===== config.mk =====
export PLATFORM = sky130hd
export DESIGN_NAME = ram_read_scheduler
export DESIGN_NICKNAME = d
export VERILOG_FILES = /design/src/rtl/ram_read_scheduler.sv
export SDC_FILE = /design/constraint.sdc
export NUM_CORES = 1
export LEC_CHECK = 0
export ABC_AREA = 1
export BUFFER_PORTS_ARGS = -buffer_cell sky130_fd_sc_hd__buf_4
export CORE_ASPECT_RATIO = 1.2
export CORE_MARGIN = 5
export CORE_UTILIZATION = 35
export DETAILED_ROUTE_END_ITERATION = 7
export GPL_ROUTABILITY_DRIVEN = 0
export SKIP_CTS_REPAIR_TIMING = 1
export SLEW_MARGIN = 40
export SYNTH_ARGS = -nofsm -noshare
export SYNTH_HDL_FRONTEND = slang
export SYNTH_SLANG_ARGS = --single-unit

===== constraint.sdc =====
create_clock -name clk -period 3.1 [get_ports clk]
set_input_delay 0.155 -clock clk [delete_from_list [all_inputs] [get_ports clk]]
set_output_delay 0.155 -clock clk [all_outputs]
set_load 0.005 [all_outputs]

===== src/rtl/ram_read_scheduler.sv =====
// ram_read_scheduler: shares the single cellular RAM read port between two
// streaming consumers. Channel A walks the low region, channel B the high one.
// Each walker advances by 2 + nivel2 + nivel3 after each completed read and
// wraps back to its first address once it would pass the last legal one.
// Requests are arbitrated round-robin. Each read holds mem_rd/mem_addr for
// LATENCIA cycles, and the word returns with a one-cycle valid strobe.
//
// Ports:
//   clk, reset          clock, synchronous active-high reset
//   pedir_a, pedir_b    per-channel read requests (level or pulse)
//   reinicio            rewind both walkers to their region start
//   nivel2, nivel3      stride modifiers, sampled when a read completes
//   mem_dato            RAM read data
//   mem_addr, mem_rd    RAM address / read enable (registered)
//   dato_a, valido_a    last word for A (held) / one-cycle update strobe
//   dato_b, valido_b    last word for B (held) / one-cycle update strobe
//   ocupado             high while a read is in progress
module ram_read_scheduler #(
  parameter logic [25:0] INICIO_A = 26'h000000,
  parameter logic [25:0] FIN_A    = 26'h285FF0,
  parameter logic [25:0] INICIO_B = 26'h800000,
  parameter logic [25:0] FIN_B    = 26'h880000,
  parameter int unsigned LATENCIA = 4
) (
  input  logic        clk,
  input  logic        reset,
  input  logic        pedir_a,
  input  logic        pedir_b,
  input  logic        reinicio,
  input  logic        nivel2,
  input  logic        nivel3,
  input  logic [15:0] mem_dato,
  output logic [25:0] mem_addr,
  output logic        mem_rd,
  output logic [15:0] dato_a,
  output logic        valido_a,
  output logic [15:0] dato_b,
  output logic        valido_b,
  output logic        ocupado
);

  localparam int unsigned AW = 26;
  localparam int unsigned SW = AW + 1;
  localparam int unsigned DW = 16;
  localparam int unsigned CW = 4;

  localparam logic CH_A = 1'b0;
  localparam logic CH_B = 1'b1;

  typedef enum logic {IDLE, LECTURA} state_t;

  state_t        state_q, state_d;
  logic [CW-1:0] cont_q, cont_d;
  logic          sel_q, sel_d;
  logic          ultimo_q, ultimo_d;
  logic          pend_a_q, pend_a_d;
  logic          pend_b_q, pend_b_d;
  logic [AW-1:0] ptr_a_q, ptr_a_d;
  logic [AW-1:0] ptr_b_q, ptr_b_d;
  logic [AW-1:0] mem_addr_q, mem_addr_d;
  logic          mem_rd_q, mem_rd_d;
  logic [DW-1:0] dato_a_q, dato_a_d;
  logic [DW-1:0] dato_b_q, dato_b_d;
  logic          valido_a_q, valido_a_d;
  logic          valido_b_q, valido_b_d;

  logic [SW-1:0] step;
  logic [SW-1:0] sum_a, sum_b;
  logic [AW-1:0] next_a, next_b;

  // Walker advance: 27-bit sum so a pointer near the top of the address
  // space still compares correctly against FIN.
  always_comb begin
    step   = SW'(2) + SW'(nivel2) + SW'(nivel3);
    sum_a  = {1'b0, ptr_a_q} + step;
    sum_b  = {1'b0, ptr_b_q} + step;
    next_a = (sum_a > {1'b0, FIN_A}) ? INICIO_A : sum_a[AW-1:0];
    next_b = (sum_b > {1'b0, FIN_B}) ? INICIO_B : sum_b[AW-1:0];
  end

  // Next-state and output logic.
  always_comb begin
    state_d    = state_q;
    cont_d     = cont_q;
    sel_d      = sel_q;
    ultimo_d   = ultimo_q;
    pend_a_d   = pend_a_q | pedir_a;
    pend_b_d   = pend_b_q | pedir_b;
    ptr_a_d    = ptr_a_q;
    ptr_b_d    = ptr_b_q;
    mem_addr_d = mem_addr_q;
    mem_rd_d   = mem_rd_q;
    dato_a_d   = dato_a_q;
    dato_b_d   = dato_b_q;
    valido_a_d = 1'b0;
    valido_b_d = 1'b0;

    case (state_q)
      IDLE: begin
        // A wins when alone or when B was served last.
        if (pend_a_q && (!pend_b_q || (ultimo_q == CH_B))) begin
          mem_addr_d = ptr_a_q;
          mem_rd_d   = 1'b1;
          cont_d     = CW'(LATENCIA - 1);
          sel_d      = CH_A;
          ultimo_d   = CH_A;
          pend_a_d   = pedir_a;
          state_d    = LECTURA;
        end else if (pend_b_q) begin
          mem_addr_d = ptr_b_q;
          mem_rd_d   = 1'b1;
          cont_d     = CW'(LATENCIA - 1);
          sel_d      = CH_B;
          ultimo_d   = CH_B;
          pend_b_d   = pedir_b;
          state_d    = LECTURA;
        end
      end
      LECTURA: begin
        if (cont_q == '0) begin
          mem_rd_d = 1'b0;
          state_d  = IDLE;
          if (sel_q == CH_A) begin
            dato_a_d   = mem_dato;
            valido_a_d = 1'b1;
            ptr_a_d    = next_a;
          end else begin
            dato_b_d   = mem_dato;
            valido_b_d = 1'b1;
            ptr_b_d    = next_b;
          end
        end else begin
          cont_d = cont_q - CW'(1);
        end
      end
      default: state_d = IDLE;
    endcase

    // Rewind overrides any advance of the pointer being served this cycle.
    if (reinicio) begin
      ptr_a_d = INICIO_A;
      ptr_b_d = INICIO_B;
    end
  end

  // State register.
  always_ff @(posedge clk) begin
    if (reset) begin
      state_q    <= IDLE;
      cont_q     <= '0;
      sel_q      <= CH_A;
      ultimo_q   <= CH_B;
      pend_a_q   <= 1'b0;
      pend_b_q   <= 1'b0;
      ptr_a_q    <= INICIO_A;
      ptr_b_q    <= INICIO_B;
      mem_addr_q <= '0;
      mem_rd_q   <= 1'b0;
      dato_a_q   <= '0;
      dato_b_q   <= '0;
      valido_a_q <= 1'b0;
      valido_b_q <= 1'b0;
    end else begin
      state_q    <= state_d;
      cont_q     <= cont_d;
      sel_q      <= sel_d;
      ultimo_q   <= ultimo_d;
      pend_a_q   <= pend_a_d;
      pend_b_q   <= pend_b_d;
      ptr_a_q    <= ptr_a_d;
      ptr_b_q    <= ptr_b_d;
      mem_addr_q <= mem_addr_d;
      mem_rd_q   <= mem_rd_d;
      dato_a_q   <= dato_a_d;
      dato_b_q   <= dato_b_d;
      valido_a_q <= valido_a_d;
      valido_b_q <= valido_b_d;
    end
  end

  assign mem_addr = mem_addr_q;
  assign mem_rd   = mem_rd_q;
  assign dato_a   = dato_a_q;
  assign valido_a = valido_a_q;
  assign dato_b   = dato_b_q;
  assign valido_b = valido_b_q;
  assign ocupado  = (state_q == LECTURA);

endmodule

==> impl_metrics.tcl <==
set metrics [dict create \
    hold_class "in2reg" \
    worst_setup_path_end_kind "flop" \
    yosys.area.top_type "dfxtp_1" \
    area_growth_syn_to_layout_pct 23.4 \
    regArea_um2 2440 \
    grt_pass1_wl_um 35100 \
    slew_violations 0 \
    ys_ff_latch 122 \
    overflow 0 \
    hold_viol_final 5 \
    cts_inserted_buffers 17 \
    track_usage_pct 19.7 \
    switching_share_pct 27.4 \
    clock-sinks 122 \
    p_switching_mw 1.13 \
    pwr-share-clk_pct 47.3 \
    coreArea_um2 19400 \
    fill_cells 2113 \
    multiInputGateArea_um2 3700 \
    synth_top_area_share_pct 35.7 \
    clockRootBuffer "clkbuf_16" \
    drc 0 \
    cpMaxStageDelayCell "dfxtp_1" \
    num_io_pins 85 \
    setup-tns-final_ns 0 \
    powerDensity_nw_per_um2 486 \
    grt_start_max_net_pins 66 \
    intPower_mw 2.98 \
    drt_iter0_markers 495 \
    die_w_um 138 \
    synth.most_common_cell "nand2_1" \
    synth_edf_count 0 \
    period_share_pct 88.0 \
    clkLatencyLatePin_ns 0.42 \
    crit_buf_inv 1 \
    cp-start-kind "flop" \
    cts_tree "yes" \
    netlist_area_um2 6840 \
    max_stage_delay_ns 0.34 \
    syn_inst 1101 \
    status "complete, but fails checks" \
    die_area_um2 22500 \
    yosysWarnings 0 \
    power_leakage_nw 3.60 \
    rsz0062_at_grt "false" \
    antenna_left 0 \
    vias_per_cell 4.90 \
    dp_hpwl_um 15400 \
    start_util_pct 35.3 \
    seqPwrFrac_pct 41.2 \
    tightest_slew_ns 0.749 \
    crit_required_ns 3.44 \
    clock_skew_ns 0.00748 \
    pwr-share-comb_pct 11.5 \
    syn_nets 1132 \
    violations "negative hold slack" \
    async_reset_ff_share_pct 0 \
    dieHeight_um 163 \
    antenna_found_initial 0 \
    crit_family "simple AND/OR/NAND/NOR gates" \
    r2r_slack_ns 0.37 \
    drt_wl_total_um 21400 \
    cp_cell_sequence "xnor2_1 -> ha_1 -> o21bai_1 -> nand2_2 -> a21oi_4 -> nand2_1 -> xnor2_1 -> nor2_1 -> nand3_1 -> nor2_1 -> nand2_1 -> nand2_2 -> buf_12 -> nand2_1 -> a21oi_1" \
    critical_path_class "reg2reg" \
    drv_cap 0 \
    grt_pass1_vias 6817 \
    yosys-top-cells-area "dfxtp_1 (36%), nand2_1 (17%), nor2_1 (8.6%)" \
    rows 56 \
    vias 7142 \
    power_mw 4.10 \
    syn_area_per_cell_um2 6.22 \
    path_max_fanout 23 \
    routedWlPerCell_um 14.6 \
    ys_seq_area_share_pct 35.7 \
    fmax_ghz 0.367 \
    hold_ws_ns -0.0156 \
    synth_cell_types 34 \
    timing.critical_path.mode_cell "nand2_1" \
    ir_drop_mv 0.386 \
    cts_buffer_depth 2 \
    slew_headroom_pct 49.8 \
    setup-violations-final 0 \
    antenna_cells 0 \
    cts-htree-levels 4 \
    synthTopCellsByCount "nand2_1 (312), nor2_1 (157), inv_1 (131)" \
    cp.arrival_ns 3.07 \
    finalCriticalPeriod_ns 2.73 \
    finish.net_count 1216 \
    drive_above_1_share_pct 12.5 \
    path_clk_slew_ns 0.06 \
    drt-pass1-iter-count 5 \
    synthFlopType "dfxtp_1" \
    io_buffers 84 \
]
-- cells by family (layout without fill, tap and decap cells) --
logic type               Yosys count  after routing  synth area share [%]
AO/OA/AOI/OAI                    173            173                  14.0
AND/OR/NAND/NOR                  592            592                  35.8
XOR/XNOR                          20             20                  2.67
adder cells (fa/ha/maj)            8              8                  1.46
buffers and inverters            186            283                  10.4
flip-flops                       122            122                  35.7
-- layer usage --
layer	vias to the layer above	GRT usage, %	wire length, um
met4	0	7.08	582
met5	-	0	0
li1	3680	-	-
met1	3270	25.7	9530
met3	39	3.57	968
met2	153	32.3	10300
-- sequential cells by signal (all words and copies together), names as in the netlist --
signal and flops:
mem_addr 26, ptr_a_q 26, ptr_b_q 26, dato_a 16, dato_b 16, cont_q 4, mem_rd 1, ocupado 1
pend_a_q 1, pend_b_q 1, sel_q 1, ultimo_q 1, valido_a 1, valido_b 1
-- placed cells by master (no fill, tap or decap), types with 2 or more instances in the layout --
master,n
clkinv_1,4
clkinvlp_4,3
a21oi_1,91
clkinv_4,4
nor2_2,4
inv_1,131
xor2_1,14
clkbuf_16,17
nand2_2,7
inv_4,2
xnor2_1,5
nor3_1,18
o211ai_1,27
nand4_1,22
dlygate4sd3_1,14
nor4_1,3
buf_4,93
nand3_1,59
ha_1,8
nand3b_1,8
nor2_1,156
inv_2,6
inv_6,4
dfxtp_1,122
nand2_1,311
o21ai_0,47
-- final timing paths --
kind / start / end / depth (start not counted)
setup / recovery: ptr_b_q[1] / ptr_b_q[7] / 15
setup reg to reg: ptr_b_q[1] / ptr_b_q[7] / 15
hold reg to reg: dato_b[9] / dato_b[9] / 2
hold / removal: mem_dato[15] / dato_a[15] / 3
-- stage by stage --
step                      area [um2]  worst slack [ns]  utilization [%]  hold WS (ns)  std cells
after detailed placement        7720             0.105             39.8         0.378       1413
after floorplan                 6840             0.734                -         0.276       1101
after global routing            8450            0.0839             43.5       0.00625       1459
final                           8450             0.373             43.5       -0.0156       1459
after global placement          7720             0.187             39.8         0.368       1413
after CTS                       8300             0.345             42.8       -0.0652       1445
-- power by group through the flow --
stage / clock network, mW / logic (mW) / registers, mW
after floorplan: 0 / 0.239 / 1.72
after global placement: 0 / 0.457 / 1.72
after detailed placement: 0 / 0.461 / 1.72
after CTS: 1.98 / 0.463 / 1.69
after global routing: 2.04 / 0.534 / 1.70
final: 1.94 / 0.474 / 1.69
-- worst min-delay path: cells and delay by family --
family | cells | cell delay [ns]
and+or+nand+nor | 2 | 0.13
buffers and inverters | 1 | 0.08
-- area by class of cell --
cell class / instances / area share [%]
inverter: 143 / 6.41
sequential: 122 / 28.9
tap: 261 / 3.87
clock inverter: 14 / 1.64
clock buffer: 18 / 5.20
timing repair buffer: 108 / 10.2
multi-input combinational: 793 / 43.8
(Power assumes the default switching activity.)
